$ cat config.mk
export PLATFORM = sky130hd
export DESIGN_NAME = ram_rr_arbiter
export DESIGN_NICKNAME = d
export VERILOG_FILES = /design/src/rtl/ram_arb_pkg.sv /design/src/rtl/rr_grant_pick.sv /design/src/rtl/ram_rr_arbiter.sv
export SDC_FILE = /design/constraint.sdc
export NUM_CORES = 1
export LEC_CHECK = 0
export ABC_AREA = 1
export CORE_MARGIN = 2
export CORE_UTILIZATION = 40
export DETAILED_ROUTE_END_ITERATION = 16
export PLACE_DENSITY_LB_ADDON = 0.1
export SLEW_MARGIN = 20
export SYNTH_ARGS = -nofsm -noshare
export SYNTH_HDL_FRONTEND = slang
export SYNTH_SLANG_ARGS = --single-unit
$ cat constraint.sdc
create_clock -name i_clk -period 3 [get_ports i_clk]
set_input_delay 0.6 -clock i_clk [delete_from_list [all_inputs] [get_ports i_clk]]
set_output_delay 0.6 -clock i_clk [all_outputs]
set_load 0.005 [all_outputs]
$ cat src/rtl/ram_arb_pkg.sv
// Shared types and constants for the RAM round-robin arbiter.
package ram_arb_pkg;

  // Legal range for the requester count.
  localparam int unsigned MIN_REQ = 2;
  localparam int unsigned MAX_REQ = 8;

  // Lock state, used only when RAM_ARB_LOCK_EN is defined.
  typedef enum logic [0:0] {
    ARB_IDLE,
    ARB_LOCKED
  } arb_state_e;

  // Increment an index modulo n.
  function automatic int unsigned wrap_inc(int unsigned idx, int unsigned n);
    return (idx + 1 >= n) ? 0 : idx + 1;
  endfunction

endpackage

$ cat src/rtl/rr_grant_pick.sv
// Rotating-priority pick: one-hot grant to the first valid requester at or above i_ptr,
// wrapping modulo NUM_REQ.
module rr_grant_pick #(
  parameter int unsigned NUM_REQ = 4,
  parameter int unsigned PTR_W   = 2
) (
  input  logic [NUM_REQ-1:0] i_valid,
  input  logic [PTR_W-1:0]   i_ptr,
  output logic [NUM_REQ-1:0] o_grant
);

  logic [NUM_REQ-1:0] rot;
  logic [NUM_REQ-1:0] rot_pick;

  // Rotate so i_ptr sits at bit 0, keep the lowest set bit, rotate back.
  always_comb begin
    rot      = NUM_REQ'({i_valid, i_valid} >> i_ptr);
    rot_pick = rot & (~rot + NUM_REQ'(1));
    o_grant  = NUM_REQ'(({rot_pick, rot_pick} << i_ptr) >> NUM_REQ);
  end

endmodule

$ cat src/rtl/ram_rr_arbiter.sv
// Round-robin arbiter feeding one port of a registered-output RAM.
// Pipeline: accept -> S1 (RAM command registered) -> S2 (response strobe, RAM data).
// Optional owner lock enabled by defining RAM_ARB_LOCK_EN.
module ram_rr_arbiter
  import ram_arb_pkg::*;
#(
  parameter int unsigned DATA_WIDTH = 8,
  parameter int unsigned ADDR_WIDTH = 3,
  parameter int unsigned NUM_REQ    = 4
) (
  input  logic                          i_clk,
  input  logic                          i_rst,
  input  logic [NUM_REQ-1:0]            i_req_valid,
  input  logic [NUM_REQ-1:0]            i_req_wr,
  input  logic [NUM_REQ*ADDR_WIDTH-1:0] i_req_addr,
  input  logic [NUM_REQ*DATA_WIDTH-1:0] i_req_data,
`ifdef RAM_ARB_LOCK_EN
  input  logic [NUM_REQ-1:0]            i_req_lock,
`endif
  output logic [NUM_REQ-1:0]            o_req_ready,
  output logic [NUM_REQ-1:0]            o_rsp_valid,
  output logic [DATA_WIDTH-1:0]         o_rsp_data,
  output logic [ADDR_WIDTH-1:0]         o_ram_addr,
  output logic [DATA_WIDTH-1:0]         o_ram_data,
  output logic                          o_ram_wr,
  input  logic [DATA_WIDTH-1:0]         i_ram_rdata
);

  localparam int unsigned PtrW = (NUM_REQ > 1) ? $clog2(NUM_REQ) : 1;

  logic [PtrW-1:0]       ptr_q, ptr_d;
  logic [NUM_REQ-1:0]    pick_grant, grant;
  logic [PtrW-1:0]       grant_idx;
  logic [ADDR_WIDTH-1:0] sel_addr;
  logic [DATA_WIDTH-1:0] sel_data;
  logic                  sel_wr;
  logic                  accept;

  // S1/S2 carry a one-hot tag; an all-zero tag means the stage is empty.
  logic [NUM_REQ-1:0]    s1_tag_q, s1_tag_d;
  logic [NUM_REQ-1:0]    s2_tag_q, s2_tag_d;
  logic [ADDR_WIDTH-1:0] ram_addr_q, ram_addr_d;
  logic [DATA_WIDTH-1:0] ram_data_q, ram_data_d;
  logic                  ram_wr_q, ram_wr_d;

  rr_grant_pick #(
    .NUM_REQ (NUM_REQ),
    .PTR_W   (PtrW)
  ) u_pick (
    .i_valid (i_req_valid),
    .i_ptr   (ptr_q),
    .o_grant (pick_grant)
  );

`ifdef RAM_ARB_LOCK_EN
  arb_state_e         state_q, state_d;
  logic [PtrW-1:0]    owner_q, owner_d;
  logic [NUM_REQ-1:0] owner_oh;

  // While locked only the owner may be granted.
  always_comb begin
    owner_oh = NUM_REQ'(1) << owner_q;
    grant    = (state_q == ARB_LOCKED) ? (i_req_valid & owner_oh) : pick_grant;
  end
`else
  // Plain round-robin grant.
  always_comb begin
    grant = pick_grant;
  end
`endif

  // Grant is forced off during reset; mux the granted requester's command.
  always_comb begin
    o_req_ready = i_rst ? '0 : grant;
    accept      = |o_req_ready;
    grant_idx   = '0;
    sel_addr    = '0;
    sel_data    = '0;
    sel_wr      = 1'b0;
    for (int n = 0; n < NUM_REQ; n++) begin
      if (grant[n]) begin
        grant_idx = PtrW'(n);
        sel_addr  = i_req_addr[n*ADDR_WIDTH +: ADDR_WIDTH];
        sel_data  = i_req_data[n*DATA_WIDTH +: DATA_WIDTH];
        sel_wr    = i_req_wr[n];
      end
    end
  end

  // Pointer and lock next-state.
  always_comb begin
    ptr_d = ptr_q;
`ifdef RAM_ARB_LOCK_EN
    state_d = state_q;
    owner_d = owner_q;
    unique case (state_q)
      ARB_IDLE: begin
        if (accept) begin
          ptr_d = PtrW'(wrap_inc(int'(grant_idx), NUM_REQ));
          if (|(o_req_ready & i_req_lock)) begin
            state_d = ARB_LOCKED;
            owner_d = grant_idx;
          end
        end
      end
      ARB_LOCKED: begin
        // Release on an unlocked owner accept or when the owner drops valid.
        if (!(|(i_req_valid & owner_oh)) || (accept && !(|(i_req_lock & owner_oh)))) begin
          state_d = ARB_IDLE;
          ptr_d   = PtrW'(wrap_inc(int'(owner_q), NUM_REQ));
        end
      end
      default: state_d = ARB_IDLE;
    endcase
`else
    if (accept) ptr_d = PtrW'(wrap_inc(int'(grant_idx), NUM_REQ));
`endif
  end

  // Pipeline next-state: address/data hold when S1 is empty, write enable does not.
  always_comb begin
    s1_tag_d   = o_req_ready;
    s2_tag_d   = s1_tag_q;
    ram_wr_d   = accept & sel_wr;
    ram_addr_d = accept ? sel_addr : ram_addr_q;
    ram_data_d = accept ? sel_data : ram_data_q;
  end

  // State registers; reset discards anything in flight.
  always_ff @(posedge i_clk or posedge i_rst) begin
    if (i_rst) begin
      ptr_q      <= '0;
      s1_tag_q   <= '0;
      s2_tag_q   <= '0;
      ram_wr_q   <= 1'b0;
      ram_addr_q <= '0;
      ram_data_q <= '0;
    end else begin
      ptr_q      <= ptr_d;
      s1_tag_q   <= s1_tag_d;
      s2_tag_q   <= s2_tag_d;
      ram_wr_q   <= ram_wr_d;
      ram_addr_q <= ram_addr_d;
      ram_data_q <= ram_data_d;
    end
  end

`ifdef RAM_ARB_LOCK_EN
  // Lock state registers.
  always_ff @(posedge i_clk or posedge i_rst) begin
    if (i_rst) begin
      state_q <= ARB_IDLE;
      owner_q <= '0;
    end else begin
      state_q <= state_d;
      owner_q <= owner_d;
    end
  end
`endif

  // Outputs: RAM command from S1, response from S2 with RAM data passed through.
  always_comb begin
    o_ram_addr  = ram_addr_q;
    o_ram_data  = ram_data_q;
    o_ram_wr    = ram_wr_q;
    o_rsp_valid = s2_tag_q;
    o_rsp_data  = (|s2_tag_q) ? i_ram_rdata : '0;
  end

endmodule

**Word level (Yosys, flattened, before mapping)**

Index checks and enable logic that the tools add are counted.

- Bits in registers: 22
- Input port bits: 62
- Output and inout port bits: 28
- Logic and storage cells: 34

- $add $sub $neg: 2
- Order comparisons: 1
- Shifts and indexed selects: 2
- Mux-type cells: 18
- Bitwise logic cells: 3
- Reductions and logical operators: 2

Operator list:

| kind | count |
|---|---|
| $mux W8 | 5 |
| $mux W3 | 4 |
| $reduce_or A4 Y1 | 2 |
| $shl A8 B2 Y8 | 1 |
| $shr A8 B2 Y4 | 1 |
| $mux W2 | 3 |
| $mux W1 | 5 |
| $add A4 B1 Y4 const B | 1 |
| $and A4 B4 Y4 | 1 |
| $mux W4 | 1 |
| $not A4 Y4 | 1 |
| $add A2 B1 Y3 const B | 1 |
| $ge A3 B3 Y1 const B | 1 |
| $and A1 B1 Y1 | 1 |

**Logic depth before layout (Yosys ltp)**

Gate-level depths: netlist (run 1).

- Depth in word-level cells: 11
- Gate-level depth with buffers: 17
- Gate-level depth less buffers: 16

**Modules after synthesis**

From an unflattened synthesis (run 1), not the netlist that was laid out.

- Cells, all modules: 239
- Area total of the unflattened synthesis: 1641.6 µm²

By module, submodules not included:

| module | times used | cells each | area each (µm²) | seq. area each (µm²) |
|---|---|---|---|---|
| ram_rr_arbiter | 1 | 188 | 1365.1 | 550.5 |
| rr_grant_pick | 1 | 51 | 276.5 | 0.0 |

**Worst setup path before layout (run 1)**

No wires, ideal clock.

- Path type: input-to-output
- Start: in i_rst
- End: out o_req_ready[3]
- Arrival time: 1.488 ns
- Required time: 2.400 ns
- Slack: 0.912 ns
- Stages on the path: 3
- Path buffers: 0
- Cell sequence: inv_1 -> nand3_1 -> inv_1

- Word-level cells in the longest chain between the ends: 1

RTL lines:

| element | line | text |
|---|---|---|
| start, declared | ram_rr_arbiter.sv:12 | `input logic i_rst,` |
| $mux W4 | ram_rr_arbiter.sv:74 | `o_req_ready = i_rst ? '0 : grant;` |
| end, declared | ram_rr_arbiter.sv:20 | `output logic [NUM_REQ-1:0] o_req_ready,` |

Every way passes these cells.

**Worst setup path after layout (run 1)**

- Start: in i_req_valid[0]
- End: out o_req_ready[2]

- Word-level cells in the longest chain between the ends: 6

RTL lines:

| element | line | text |
|---|---|---|
| start, declared | ram_rr_arbiter.sv:13 | `input logic [NUM_REQ-1:0] i_req_valid,` |
| $shr A8 B2 Y4 (*) | rr_grant_pick.sv:17 | `rot = NUM_REQ'({i_valid, i_valid} >> i_ptr);` |
| $not A4 Y4 | rr_grant_pick.sv:18 | `rot_pick = rot & (~rot + NUM_REQ'(1));` |
| $add A4 B1 Y4 | rr_grant_pick.sv:18 |  |
| $and A4 B4 Y4 (*) | rr_grant_pick.sv:18 |  |
| $shl A8 B2 Y8 (*) | rr_grant_pick.sv:19 | `o_grant = NUM_REQ'(({rot_pick, rot_pick} << i_ptr) >> NUM_REQ);` |
| $mux W4 (*) | ram_rr_arbiter.sv:74 |  |

Mark *: on every way between the ends. The rest lies on a longest branch, timed or not.

==> parameters.txt, run 1 <==
Parameter                              Value

Timing
  Worst slew margin    68.3%
  Setup WS post-layout    0.219 ns
  Final worst-path cycle share    92.7%
  Number of pins with negative max-slew slack in the final report    0
  Final setup violation count    0
  Worst Skew    0.00212 ns
  Setup_tns    0 ns
  Final Hold Vio Count    0
  Setup repair after global routing missed its margin    false
  Maximum clock rate    360 MHz
  Slew at the pin closest to its max-slew limit    0.475 ns
  Minimum clock period after layout    2.78 ns

CTS
  H-tree depth reported by CTS    1
  CTS tree    built
  Number of buffers inserted during clock tree synthesis    3
  Number of sinks driven by the clock tree    22
  Later-pin clock latency in the skew report    0.26 ns
  Clock root buffer    sky130_fd_sc_hd__clkbuf_8
  Clock tree buffer depth    2
  Setup fix buffers added after clock tree synthesis    0
  Number of hold buffers added after cts    0
  Clock edge transition at the registers on the reported setup and hold paths    0.07 ns

Placement
  Detail Placement HPWL    3620 um
  Routability-driven placement congestion ratio    0.839
  Total of buffers placed on input and output ports    89
  Worst slack after detailed placement    -0.0323 ns

Setup path
  Startpoint-to-endpoint class of the critical path    in -> out
  Required time of the critical path    2.40 ns
  Element type at the critical path start    input pin
  Endpoint class of the critical path    output pin
  Worst Path Arrival    2.18 ns
  CP Max Fanout    4

Global route
  Pin count of the biggest net entering global routing    22
  Number of antenna violations at the first check in global routing    0
  Via count of the first global-routing pass    1,755
  Total overflow reported by the global router    0
  Total Routing Usage GR    22.0%
  Wire length of the first global-routing pass    7590 um

Drt
  Drt via density    4.97
  WL per Instance    12.3 um
  Final antenna-violating net count    0
  DRT Wirelength    4500 um
  Total number of vias    1,815
  Total DRC errors in the routed layout    0
  1st-iter DRT viols    135
  Router iterations before antenna repair    4

Synthesis
  Most area-hungry cell type in the Yosys netlist    sky130_fd_sc_hd__dfrtp_1
  Warning count from the yosys run    0
  Number of synthesized register bits    22
  Avg Inst Size Synth    6.96 um^2
  Proportion of synthesized chip area in sequential cells    35.1%
  Instance count of the mapped netlist    225
  Post-synthesis cell area    1570 um^2
  Dominant cells by area after synthesis    sky130_fd_sc_hd__dfrtp_1, sky130_fd_sc_hd__nand3_1, sky130_fd_sc_hd__nand2_1, sky130_fd_sc_hd__nand3_2, sky130_fd_sc_hd__nand4_1
  Number of distinct library cell variants in the gate-level netlist after synthesis    21
  Portion of synthesized cell area occupied by the leading cell type    35.1%
  Total nets after synthesis    287

Cells and area
  Highest-count cells in the layout ignoring fill and taps    sky130_fd_sc_hd__clkdlybuf4s50_1, sky130_fd_sc_hd__nand3_1, sky130_fd_sc_hd__nand2_1
  Synth-to-Final Area Change    66.5%
  Final #Nets    380
  Ratio of cells with drive above 1 in the final layout    13.6%
  Diodes inserted    0
  Most frequent standard cell in the layout excluding fill and tap cells    sky130_fd_sc_hd__clkdlybuf4s50_1

Die
  Vertical die dimension    66.6 um
  Standard-cell rows    22
  DIE AREA    4430 um^2
  Initial core utilization    42.2%
  Top Ports    90
  Die W    66.6 um
  Total core area    3720 um^2

Power
  Net load switching power    1.39 mW
  P_int    1.58 mW
  Worst vdd ir    0.573 mV
  Switching Share    46.7%
  Total power density per cell area    1140 nW/um^2
  Leakage power    1.29 nW
  Reg power frac    19.4%
  Part of the total power dissipated in combinational logic    71.6%
  Relative contribution of the clock network to total power    9.0%

Worst hold path
  Type of the worst min-delay path    reg -> reg

Flow run
  Maxcap violations    0

Run status
  Run status    complete, no violations
==> metrics by stage <==
| step | util [%] | total power [mW] | cells | hold WS [ns] | cell area (um^2) |
|---|---|---|---|---|---|
| final | 70.2 | 2.97 | 365 | 0.351 | 2610 |
| after global routing | 70.2 | 3.28 | 365 | 0.358 | 2610 |
| after CTS | 69.8 | 2.98 | 365 | 0.354 | 2590 |
| after detailed placement | 68.0 | 2.71 | 361 | 0.336 | 2530 |
| after global placement | 68.0 | 2.67 | 361 | 0.332 | 2530 |
| after floorplan | - | 1.90 | 225 | 0.331 | 1570 |
==> power by group through the flow <==
stage                     sequential [mW]  combinational [mW]  clock [mW]
final                               0.575                2.12       0.267
after global routing                0.594                2.40       0.286
after CTS                           0.574                2.13       0.274
after detailed placement            0.577                2.14           0
after global placement              0.574                2.10           0
after floorplan                     0.536                1.36           0
==> cells by family (layout without fill, tap and decap cells) <==
logic type	Yosys count	in the layout	synth area share (%)
simple gates	164	164	53.0
flops	22	22	35.1
buf+inv	37	129	11.2
compound gates	2	2	0.639
==> final timing paths <==
| check | from | to | slack (ns) | depth (start not counted) |
|---|---|---|---|---|
| worst max-delay path | i_req_valid[0] | o_req_ready[2] | 0.22 | 10 |
| worst min-delay path | s1_tag_q[1] | o_rsp_valid[1] | 0.35 | 0 |
| worst max register to register | ptr_q[0] | o_ram_data[5] | 0.85 | 15 |
| worst min register to register | s1_tag_q[1] | o_rsp_valid[1] | 0.35 | 0 |
| max in group asynchronous | i_rst | ptr_q[0] | 1.88 | 3 |
| min in group asynchronous | i_rst | ptr_q[1] | 0.58 | 2 |
==> state kept, by name, indices dropped and copies added, names as in the netlist <==
signal,flops
ptr_q,2
o_ram_wr,1
o_rsp_valid,4
o_ram_addr,3
o_ram_data,8
s1_tag_q,4
==> cell type report <==
type | instances | area [um^2]
clock buffer | 3 | 41.3
clock inverter | 1 | 30.0
fill | 333 | 1110
inverter | 25 | 101
multi-input combinational | 166 | 851
sequential | 22 | 551
tap | 48 | 60.1
timing repair buffer | 100 | 973
==> synth_stat cells (all sizes together) <==
library cell,number
buf,9
clkbuf,3
dfrtp,22
inv,25
nand2,67
nand3,68
nand3b,2
nand4,13
nor2,13
nor4,1
o21ai,2
==> routing by layer <==
metal  vias up  share of wire, %  global-route usage, %
li1        926                 -                      -
met1       807                45                   28.1
met2        77                45                   36.9
met3         5               8.4                   4.56
met4         0               1.4                   7.40
met5         -                 0                      0
==> worst max-delay path, stage by stage <==
cell and delay (ns):
sky130_fd_sc_hd__clkdlybuf4s50_1 0.49, sky130_fd_sc_hd__nand2_1 0.07, sky130_fd_sc_hd__nand3_1 0.12, sky130_fd_sc_hd__nand2_2 0.09, sky130_fd_sc_hd__inv_1 0.08, sky130_fd_sc_hd__nand3_1 0.10
sky130_fd_sc_hd__nand3_1 0.18, sky130_fd_sc_hd__nand3_2 0.10, sky130_fd_sc_hd__inv_1 0.09, sky130_fd_sc_hd__dlygate4sd2_1 0.25
==> repair_timing <==
action | CTS | global route
pin swaps | 2 | 2
gates resized for setup | 6 | 4
endpoints found under the setup margin | 4 | 1
Note: power is estimated with default switching activity, not from simulation.
==> run 2: changes to the inputs <==
--- a/config.mk
+++ b/config.mk
@@ -8,6 +8,7 @@
 export ABC_AREA = 1
 export CORE_MARGIN = 2
 export CORE_UTILIZATION = 40
+export CTS_BUF_LIST = sky130_fd_sc_hd__clkbuf_4 sky130_fd_sc_hd__clkbuf_8
 export DETAILED_ROUTE_END_ITERATION = 16
 export PLACE_DENSITY_LB_ADDON = 0.1
 export SLEW_MARGIN = 20
==> results of run 2 <==
The final DEF is identical to that of run 1; final timing and power are the same.
